### src/rtl/pmem_seq.sv
// OTP program-memory access sequencer: arbitrates CPU reads against byte programming
// on two byte-wide OTP macros and generates their registered control waveforms.
module pmem_seq #(
  parameter int unsigned T_RD  = 2,
  parameter int unsigned T_SU  = 4,
  parameter int unsigned T_PGM = 100
) (
  input  logic        i_clk,
  input  logic        i_rstz,
  input  logic        rd_req,
  input  logic [15:0] rd_addr,
  output logic        rd_ack,
  output logic [15:0] rd_data,
  input  logic        pg_req,
  input  logic [15:0] pg_addr,
  input  logic        pg_sel,
  input  logic [7:0]  pg_data,
  input  logic        pg_en,
  output logic        pg_ack,
  output logic        pg_ok,
  output logic        busy,
  output logic [15:0] PMEM_A,
  output logic        PMEM_CSB,
  output logic        PMEM_RE,
  output logic        PMEM_PGM,
  output logic [1:0]  PMEM_CLK,
  output logic [1:0]  PMEM_TWLB,
  output logic [1:0]  PMEM_SAP,
  input  logic [7:0]  PMEM_Q0,
  input  logic [7:0]  PMEM_Q1
);

  typedef enum logic [3:0] {
    IDLE, RD_SU, RD_CLK, RD_WAIT, PG_SU, PG_PULSE, PG_HOLD,
    VF_SU, VF_CLK, VF_WAIT, DONE
  } state_t;

  localparam logic [9:0] CNT_RD  = 10'(T_RD);
  localparam logic [9:0] CNT_SU  = 10'(T_SU);
  localparam logic [9:0] CNT_PGM = 10'(T_PGM);

  state_t      state, state_n;
  logic [9:0]  cnt, cnt_n;
  logic        last_pg;
  logic        sel_q, sel_n;
  logic        abort_q, abort_n;
  logic [7:0]  exp_q;
  logic        rd_vld, pg_vld, grant_rd, grant_pg;
  logic        last_cyc;
  logic [7:0]  vf_byte;
  logic        csb_n, re_n, pgm_n;
  logic [1:0]  clk_n, twlb_n, sap_n;

  assign busy     = (state != IDLE);
  assign last_cyc = (cnt == 10'd1);
  assign vf_byte  = sel_q ? PMEM_Q1 : PMEM_Q0;

  // A port whose ack is showing is masked so its still-high request is not re-granted.
  always_comb begin
    rd_vld   = rd_req & ~rd_ack;
    pg_vld   = pg_req & ~pg_ack;
    grant_rd = 1'b0;
    grant_pg = 1'b0;
    if (state == IDLE) begin
      if (rd_vld && pg_vld) begin
        grant_rd = last_pg;
        grant_pg = ~last_pg;
      end else begin
        grant_rd = rd_vld;
        grant_pg = pg_vld;
      end
    end
  end

  always_comb begin
    state_n = state;
    sel_n   = sel_q;
    abort_n = abort_q;
    case (state)
      IDLE: begin
        if (grant_rd) begin
          state_n = RD_SU;
        end else if (grant_pg) begin
          sel_n   = pg_sel;
          abort_n = 1'b0;
          state_n = pg_en ? PG_SU : DONE;
        end
      end
      RD_SU:   state_n = RD_CLK;
      RD_CLK:  state_n = RD_WAIT;
      RD_WAIT: if (last_cyc) state_n = IDLE;
      PG_SU: begin
        if (!pg_en) begin
          abort_n = 1'b1;
          state_n = PG_HOLD;
        end else if (last_cyc) begin
          state_n = PG_PULSE;
        end
      end
      PG_PULSE: begin
        if (!pg_en) begin
          abort_n = 1'b1;
          state_n = PG_HOLD;
        end else if (last_cyc) begin
          state_n = PG_HOLD;
        end
      end
      PG_HOLD: if (last_cyc) state_n = abort_q ? DONE : VF_SU;
      VF_SU:   state_n = VF_CLK;
      VF_CLK:  state_n = VF_WAIT;
      VF_WAIT: if (last_cyc) state_n = DONE;
      DONE:    state_n = IDLE;
      default: state_n = IDLE;
    endcase
  end

  always_comb begin
    cnt_n = cnt;
    if (state_n != state) begin
      case (state_n)
        PG_SU, PG_HOLD:   cnt_n = CNT_SU;
        PG_PULSE:         cnt_n = CNT_PGM;
        RD_WAIT, VF_WAIT: cnt_n = CNT_RD;
        default:          cnt_n = 10'd1;
      endcase
    end else if (cnt > 10'd1) begin
      cnt_n = cnt - 10'd1;
    end
  end

  // Strobes are decoded from the next state and registered, so they line up with the state.
  always_comb begin
    csb_n  = 1'b1;
    re_n   = 1'b0;
    pgm_n  = 1'b0;
    clk_n  = 2'b00;
    twlb_n = 2'b11;
    sap_n  = 2'b00;
    case (state_n)
      RD_SU, VF_SU: begin
        csb_n = 1'b0;
        re_n  = 1'b1;
      end
      RD_CLK, VF_CLK: begin
        csb_n = 1'b0;
        re_n  = 1'b1;
        clk_n = 2'b11;
        sap_n = 2'b11;
      end
      RD_WAIT, VF_WAIT: begin
        csb_n = 1'b0;
        re_n  = 1'b1;
        sap_n = 2'b11;
      end
      PG_SU, PG_HOLD: begin
        csb_n  = 1'b0;
        pgm_n  = 1'b1;
        twlb_n = sel_n ? 2'b01 : 2'b10;
      end
      PG_PULSE: begin
        csb_n  = 1'b0;
        pgm_n  = 1'b1;
        twlb_n = sel_n ? 2'b01 : 2'b10;
        clk_n  = sel_n ? 2'b10 : 2'b01;
      end
      default: ;
    endcase
  end

  always_ff @(posedge i_clk or negedge i_rstz) begin
    if (!i_rstz) begin
      state     <= IDLE;
      cnt       <= '0;
      last_pg   <= 1'b1;
      sel_q     <= 1'b0;
      abort_q   <= 1'b0;
      exp_q     <= '0;
      rd_ack    <= 1'b0;
      rd_data   <= '0;
      pg_ack    <= 1'b0;
      pg_ok     <= 1'b0;
      PMEM_A    <= '0;
      PMEM_CSB  <= 1'b1;
      PMEM_RE   <= 1'b0;
      PMEM_PGM  <= 1'b0;
      PMEM_CLK  <= 2'b00;
      PMEM_TWLB <= 2'b11;
      PMEM_SAP  <= 2'b00;
    end else begin
      state     <= state_n;
      cnt       <= cnt_n;
      sel_q     <= sel_n;
      abort_q   <= abort_n;
      PMEM_CSB  <= csb_n;
      PMEM_RE   <= re_n;
      PMEM_PGM  <= pgm_n;
      PMEM_CLK  <= clk_n;
      PMEM_TWLB <= twlb_n;
      PMEM_SAP  <= sap_n;
      if (grant_rd) begin
        PMEM_A  <= rd_addr;
        last_pg <= 1'b0;
      end else if (grant_pg) begin
        last_pg <= 1'b1;
        exp_q   <= pg_data;
        if (pg_en) PMEM_A <= pg_addr;
      end
      rd_ack <= (state == RD_WAIT) && last_cyc;
      if ((state == RD_WAIT) && last_cyc) rd_data <= {PMEM_Q1, PMEM_Q0};
      pg_ack <= (state_n == DONE);
      if (state_n == DONE) pg_ok <= (state == VF_WAIT) && (vf_byte == exp_q);
    end
  end

endmodule

### config.mk
export PLATFORM = sky130hd
export DESIGN_NAME = pmem_seq
export DESIGN_NICKNAME = d
export VERILOG_FILES = /design/src/rtl/pmem_seq.sv
export SDC_FILE = /design/constraint.sdc
export NUM_CORES = 1
export LEC_CHECK = 0
export CORE_MARGIN = 1.5
export CORE_UTILIZATION = 47
export CTS_CLUSTER_SIZE = 8
export DETAILED_ROUTE_END_ITERATION = 8
export PLACE_DENSITY = 0.81
export REMOVE_ABC_BUFFERS = 1
export SYNTH_ARGS = -nofsm -noshare
export SYNTH_HDL_FRONTEND = slang
export SYNTH_SLANG_ARGS = --single-unit
### constraint.sdc
create_clock -name i_clk -period 3.3 [get_ports i_clk]
set_input_delay 0.66 -clock i_clk [delete_from_list [all_inputs] [get_ports i_clk]]
set_output_delay 0.66 -clock i_clk [all_outputs]
set_load 0.1 [all_outputs]
==> run summary, run 1 <==
Slew @ Worst Pin = 847 ps
CP required = 3520 ps
Yosys reg bits = 68
Synth area leaders = dfrtp_1 (47%), mux2i_1 (7.9%), mux2_2 (7.9%)
CTS tree = done
Max-slew headroom = 0.435
I/O pin cnt = 107
drc violations = 0
startpoint class of the critical path = flip-flop
CP Cell Sequence = nor3_1, and4_1, nor2_1, a211o_1, and3b_2, mux2_1
minimum clock period = 2630 ps
critical path class = flip-flop to flip-flop
GRT overflow = 0
status = complete, no violations
Slew Viols, Final = 0
Finished Layout Cells = 508
Hold Fails Final Rpt = 0
FF-to-FF setup slack = 670 ps
Clock Latency Late Sink = 350 ps
vias = 2,626
Layout area overhead = 34.4%
final wirelength = 7.40 mm
CP Max Fanout = 10
mapped cell area = 3420 µm²
hold buffer count at cts = 0
Post-synth top cells = dfrtp_1 (64), mux2i_1 (27), nand2_1 (26), mux2_2 (24), nor2_1 (21)
Hold Path Depth = 2
Hold Startpoint = PMEM_A[11]
nets = 471
Hold Crit Class = flip-flop to flip-flop
post-synth top area cell = dfrtp_1
post-CTS setup buffer count = 0
Clock Skew = 12.1 ps
vias in the first global route = 2,688
Placed Cells incl. Taps = 492
Mapped Avg Cell Area = 11.4 µm²
Fmax = 0.380 GHz
# resized after CTS = 0
Sink Count = 68
Slowest-stage cell, CP = and4_1
Cells after Synth = 301
clk root buf = clkbuf_8
Worst R2R Path Depth = 6
cell with the most instances after synthesis = dfrtp_1
Post-synth EDFFs = 0
H-Tree Level Count = 3
final RePlAce weighted congestion = 0.891
DRT Pass-1 Iters = 4
Max-Cap Viols = 0
clk buf depth = 2
Worst-path clk slew = 70 ps
Initial Util = 0.495
initial antenna violation count = 0
drt initial violations = 118
first-pass GRT wire length = 12.4 mm
pin count of the biggest net entering global routing = 69
All-Layer GR Usage = 0.204
Period Utilization, post-route = 0.796
Die Y = 88.3 µm
share of the synthesized area in the top cell type = 0.468
Wirelength per Cell = 14.6 µm
Reg-to-Reg End = pg_ok
Crit path largest cell delay = 550 ps
Hold Path End = PMEM_A[11]
RSZ-0062 raised after global routing = false
Crit path arrival time = 2850 ps
hpwl dp = 5.45 mm
share of post-route cells with drive strength above 1 = 0.265
Post-synth top flop = dfrtp_1
vias per inst = 5.17
CTS Buf Count = 9
Distinct cells, synth = 58
FP Rows = 30
Setup violations, final = 0
Post-DRT Antenna Nets = 0
Seq/Total Area, Yosys = 0.499
core area = 6910 µm²
Post-Layout Inst Area = 4600 µm²
die width = 88.3 µm
Yosys warning total = 0
CP endpoint kind = flip-flop
Synth async-reset ratio = 1.00
ANT cells = 0
port bufs = 106
FF-to-FF Start = cnt[4]
setup TNS = 0 ps
WHS = 481 ps
Die Area = 7800 µm²
DP Area = 4430 µm²
-- cell families (layout without fill, tap and decap cells) --
| kind of cell | count (synthesis) | in the layout | share of synthesized area |
|---|---|---|---|
| adders and majority gates | 2 | 2 | 0.00732 |
| xor gates and xnor gates | 16 | 16 | 0.0410 |
| muxes | 53 | 53 | 0.166 |
| AOI/OAI and AO/OA | 55 | 55 | 0.127 |
| and+or+nand+nor | 86 | 86 | 0.129 |
| DFF | 68 | 68 | 0.499 |
| buffers and inverters | 21 | 132 | 0.0307 |
-- registers in the layout, summed over array words and instances, names as in the netlist, 2 cells and up --
register and flops:
PMEM_A 16, rd_data 16, cnt 10, exp_q 8, state 4, PMEM_CLK 2, PMEM_TWLB 2
-- per-layer routing --
layer  GRT usage  routed length, µm
met5           0                  0
met4      0.0682                 92
met3      0.0625                444
met2       0.323               3510
met1       0.268               3360
-- layout make-up --
class / count / area (µm²)
fill: 537 / 2310
sequential: 68 / 1710
multi-input combinational: 212 / 1610
timing repair buffer: 111 / 981
clock buffer: 12 / 135
tap: 96 / 120
clock inverter: 4 / 26.3
inverter: 5 / 18.8
-- cell usage in the layout (no fill, tap or decap), types with 2 or more instances in the layout --
master	netlist	routed
mux2_2	24	24
mux2i_1	27	27
dfstp_2	4	4
clkbuf_1	5	3
a311o_1	2	2
buf_4	1	50
clkdlybuf4s50_1	0	60
dfrtp_1	64	64
clkinv_2	0	2
nand4_1	4	4
a21o_1	4	4
xor2_1	5	5
or2_2	4	4
nor3_1	7	7
a2111oi_4	2	2
nand2b_1	2	2
a21oi_1	3	3
xnor2_1	11	11
o21ai_0	20	20
clkbuf_8	0	9
nand3b_1	2	2
inv_1	5	5
ha_1	2	2
o21ai_1	4	4
nor2b_1	5	5
and4_1	2	2
nor4_1	3	3
nand2_1	26	26
nor2_1	21	21
and3_1	2	2
a211oi_1	2	2
o22ai_1	2	2
-- metrics by stage --
stage / utilization / setup WS, ps
floorplan: - / 692
global placement: 0.642 / 436
detailed placement: 0.642 / 414
CTS: 0.665 / 718
global route: 0.665 / 529
finish: 0.665 / 672
-- critical path, delay by kind of cell, from the launching register on --
kind,cells,cell delay [ps]
multiplexers,1,310
flip-flops,1,450
AND/OR/NAND/NOR,4,1390
AO/OA/AOI/OAI,1,340
-- how the worst max path moves through the flow --
stage	from	endpoint	slack, ps	depth (start not counted)
floorplan	state[0]	cnt[2]	690	6
global placement	rd_req	pg_ok	440	7
detailed placement	rd_req	pg_ok	410	7
CTS	cnt[4]	pg_ok	720	6
global route	cnt[4]	pg_ok	530	6
finish	cnt[4]	pg_ok	670	6
Power of run 1 is left out: the tool's default activity adds up to more than one toggle a clock period on the data nets, which glitch-free logic cannot reach.
==> inputs of run 2 (changes only) <==
--- a/config.mk
+++ b/config.mk
@@ -6,10 +6,10 @@
 export NUM_CORES = 1
 export LEC_CHECK = 0
 export CORE_MARGIN = 1.5
-export CORE_UTILIZATION = 47
+export CORE_UTILIZATION = 42
 export CTS_CLUSTER_SIZE = 8
 export DETAILED_ROUTE_END_ITERATION = 8
-export PLACE_DENSITY = 0.81
+export PLACE_DENSITY = 0.76
 export REMOVE_ABC_BUFFERS = 1
 export SYNTH_ARGS = -nofsm -noshare
 export SYNTH_HDL_FRONTEND = slang
==> constraint.sdc (replaced) <==
create_clock -name i_clk -period 2.4 [get_ports i_clk]
set_input_delay 0.48 -clock i_clk [delete_from_list [all_inputs] [get_ports i_clk]]
set_output_delay 0.48 -clock i_clk [all_outputs]
set_load 0.1 [all_outputs]
==> run summary, run 2 (synthesized netlist as in run 1, its figures left out) <==
Layout area overhead = 42.4%
Wirelength per Cell = 15.0 µm
core area = 7810 µm²
first-pass GRT wire length = 13.1 mm
DP Area = 4650 µm²
Clock Skew = 6.52 ps
hpwl dp = 6.06 mm
I/O pin cnt = 107
vias in the first global route = 2,771
Final Util = 0.624
CP Cell Sequence = or4_4, a2111oi_4, a31oi_2, o31ai_4, and3b_2, mux2_1
Critical Path Stages = 6
critical path class = flip-flop to flip-flop
Slew @ Worst Pin = 513 ps
Clock Latency Late Sink = 350 ps
CTS tree = done
FF-to-FF setup slack = 170 ps
RSZ-0062 raised after global routing = false
CTS Buf Count = 9
Crit path arrival time = 2470 ps
CP required = 2630 ps
Worst-path clk slew = 70 ps
Hold Crit Class = primary input to async pin
status = complete, no violations
All-Layer GR Usage = 0.195
drt initial violations = 119
final RePlAce weighted congestion = 0.920
CP Buf/Inv Count = 0
Sink Count = 68
port bufs = 106
CP Max Fanout = 3
Die Y = 93.2 µm
Largest regs = PMEM_A (16), rd_data (16), cnt (10)
Hold Fails Final Rpt = 0
Fmax = 0.448 GHz
crit-path leading delay family = simple AND/OR/NAND/NOR gates
Period Utilization, post-route = 0.930
GRT overflow = 0
clk root buf = clkbuf_8
H-Tree Level Count = 3
initial antenna violation count = 0
DRT Pass-1 Iters = 4
Max-Cap Viols = 0
Setup violations, final = 0
Crit path largest cell delay = 580 ps
Post-DRT Antenna Nets = 0
Slew Viols, Final = 0
commonest non-fill, non-tap cells in the layout = buf_4 (70), dfrtp_1 (64), clkdlybuf4s50_1 (60), mux2i_1 (27), nand2_1 (26)
Max-slew headroom = 0.658
startpoint class of the critical path = flip-flop
minimum clock period = 2230 ps
commonest non-fill, non-tap cell in the layout = buf_4
Die Area = 8690 µm²
drc violations = 0
FP Rows = 32
Worst R2R Path Depth = 6
ANT cells = 0
hold buffer count at cts = 0
die width = 93.2 µm
pin count of the biggest net entering global routing = 39
vias = 2,790
fillers = 667
vias per inst = 5.20
nets = 494
CP endpoint kind = flip-flop
share of post-route cells with drive strength above 1 = 0.308
Initial Util = 0.438
Post-Layout Inst Area = 4870 µm²
final wirelength = 8.04 mm
Slowest-stage cell, CP = or4_4
clk buf depth = 2
[run 2: cell count changes in the layout (fill, tap and decap cells not counted), sizes merged]
cell | previous run | this run
buf | 51 | 74
bufinv | 0 | 2
clkinv | 3 | 1
[run 2: layout make-up]
type                            instances  area [µm²]  share of cell area
Sequential cell                        68        1710               0.350
Multi-Input combinational cell        212        1610               0.330
Timing Repair Buffer                  134        1190               0.245
Clock buffer                           12         145              0.0298
Tap cell                              102         128              0.0262
Clock inverter                          4        72.6              0.0149
Inverter                                5        18.8             0.00385
[run 2: path summary, 6_finish.rpt]
check / startpoint / endpoint
max in group asynchronous: i_rstz / PMEM_TWLB[0]
min in group i_clk: PMEM_A[7] / PMEM_A[7]
min reg2reg: PMEM_A[7] / PMEM_A[7]
max reg2reg: state[0] / pg_ok
max: state[0] / pg_ok
min: i_rstz / rd_data[11]
[run 2: repair_timing]
action,4_1_cts,5_1_grt
gates resized for setup,0,1
buffers inserted,0,0
endpoints found under the setup margin,0,4
[run 2: stage by stage]
step | setup TNS [ps] | hold WS [ps] | std cells | worst slack, ps
after CTS | 0 | 61.3 | 537 | 122
after floorplan | -540 | 184 | 285 | -208
after detailed placement | -293 | 434 | 521 | -103
final | 0 | 49.1 | 537 | 167
after global routing | 0 | 71.8 | 537 | 32.0
after global placement | -159 | 418 | 521 | -64.4
[run 2: layer usage]
| layer | GRT usage | up-vias | part of all wire |
|---|---|---|---|
| met5 | 0 | - | 0 |
| met4 | 0.0783 | 0 | 0.019 |
| met3 | 0.0610 | 15 | 0.068 |
| met2 | 0.310 | 89 | 0.49 |
| met1 | 0.245 | 1351 | 0.43 |
| li1 | - | 1335 | - |
Power of run 2 is left out for the same reason.
==> inputs of run 3 (changes only) <==
==> constraint.sdc (replaced) <==
create_clock -name i_clk -period 2.4 [get_ports i_clk]
set_input_delay 0.48 -clock i_clk [delete_from_list [all_inputs] [get_ports i_clk]]
set_output_delay 0.48 -clock i_clk [all_outputs]
set_load 0.05 [all_outputs]
==> run summary, run 3 (synthesized netlist as in run 1, its figures left out) <==
vias = 2,771
vias in the first global route = 2,813
CTS Buf Count = 9
Wirelength per Cell = 14.8 µm
commonest non-fill, non-tap cell in the layout = clkdlybuf4s50_1
Slew @ Worst Pin = 522 ps
commonest non-fill, non-tap cells in the layout = clkdlybuf4s50_1 (104), dfrtp_1 (64), mux2i_1 (27), nand2_1 (26), buf_4 (26)
initial antenna violation count = 0
die width = 93.2 µm
RSZ-0062 raised after global routing = false
final wirelength = 7.92 mm
critical path class = flip-flop to flip-flop
CP endpoint kind = flip-flop
Hold Crit Class = primary input to async pin
Power, Total = 6670 µW
Largest regs = PMEM_A (16), rd_data (16), cnt (10)
PwrDens = 1340 nW/µm²
drc violations = 0
minimum clock period = 2330 ps
CP Cell Sequence = or4_4, a2111oi_4, a31oi_2, o31ai_4, and3b_2, mux2_1
pin count of the biggest net entering global routing = 50
clk root buf = clkbuf_8
GRT overflow = 0
FF-to-FF Start = state[0]
Post-DRT Antenna Nets = 0
Worst-path clk slew = 80 ps
DRT Pass-1 Iters = 4
nets = 493
Clock Latency Late Sink = 350 ps
Die Y = 93.2 µm
CP Max Fanout = 8
core area = 7810 µm²
drt initial violations = 214
Post-Layout Inst Area = 4980 µm²
Slowest-stage cell, CP = or4_4
CP startpoint = state[0]
first-pass GRT wire length = 13.2 mm
vias per inst = 5.17
All-Layer GR Usage = 0.195
Crit path arrival time = 2560 ps
Max-Cap Viols = 0
ANT cells = 0
crit-path leading delay family = simple AND/OR/NAND/NOR gates
Hold Fails Final Rpt = 0
maximum VDD drop = 0.730 mV
Finished Layout Cells = 536
FP Rows = 32
CTS tree = done
Max-slew headroom = 0.651
CP required = 2630 ps
Final Util = 0.638
H-Tree Level Count = 3
Fmax = 0.430 GHz
fillers = 637
status = complete, no violations
Placed Cells incl. Taps = 520
Die Area = 8690 µm²
Layout area overhead = 45.7%
Slew Viols, Final = 0
port bufs = 106
DP Area = 4740 µm²
hold buffer count at cts = 0
clk buf depth = 2
I/O pin cnt = 107
final RePlAce weighted congestion = 0.905
hpwl dp = 5.97 mm
Initial Util = 0.438
LEAKAGE = 0.00210 µW
Sink Count = 68
CP Buf/Inv Count = 0
Period Utilization, post-route = 0.969
Crit path largest cell delay = 650 ps
Setup violations, final = 0
Clock Skew = 7.47 ps
share of post-route cells with drive strength above 1 = 0.207
startpoint class of the critical path = flip-flop
-- run 3: changes by cell type in the layout (fill, tap and decap cells not counted) --
| cell | previous run | this run |
|---|---|---|
| bufinv_16 | 2 | 3 |
| clkbuf_1 | 2 | 1 |
| inv_6 | 0 | 1 |
| clkdlybuf4s50_1 | 60 | 104 |
| clkbuf_8 | 10 | 9 |
| buf_12 | 3 | 2 |
| buf_4 | 70 | 26 |
-- run 3: cell type report --
class,count,area [µm²],share of cell area
clock inverters,6,111,0.0224
multi-input cells,212,1610,0.323
flip-flops and latches,68,1710,0.343
well taps,102,128,0.0256
clock buffers,10,128,0.0256
repair buffers,133,1280,0.257
inverters,5,18.8,0.00377
-- run 3: metrics by stage --
stage / setup TNS [ps] / worst slack (ps) / hold slack, ps
floorplan: -230 / -120 / 184
global placement: -173 / -64.4 / 459
detailed placement: -220 / -73.1 / 469
CTS: 0 / 89.5 / 95.2
global route: 0 / 8.36 / 116
finish: 0 / 74.4 / 85.8
-- run 3: power breakdown --
group / leakage (µW) / switching (µW) / internal, µW
Combinational: 0.00115 / 2120 / 1500
Clock: 0.000117 / 449 / 692
Sequential: 0.000841 / 293 / 1620
-- run 3: final timing paths --
check / endpoint / slack [ps] / depth (start not counted)
max: pg_ok / 70 / 6
min: rd_data[11] / 90 / 1
max reg2reg: pg_ok / 70 / 6
min reg2reg: PMEM_A[8] / 480 / 2
max in group asynchronous: last_pg / 1630 / 2
min in group i_clk: PMEM_A[8] / 480 / 2
-- run 3: repair_timing --
item	in CTS	in global routing
setup endpoints to repair	0	6
resized for setup	0	1
endpoints found under the hold margin	0	0
buffers inserted	0	0
-- run 3: routing by layer --
metal / track usage / share of wire / up-vias
met5: 0 / 0 / -
met3: 0.0569 / 0.068 / 11
met4: 0.0707 / 0.012 / 0
li1: - / - / 1336
met2: 0.314 / 0.49 / 90
met1: 0.250 / 0.43 / 1334
No activity file was read; power rests on OpenSTA's default activity.
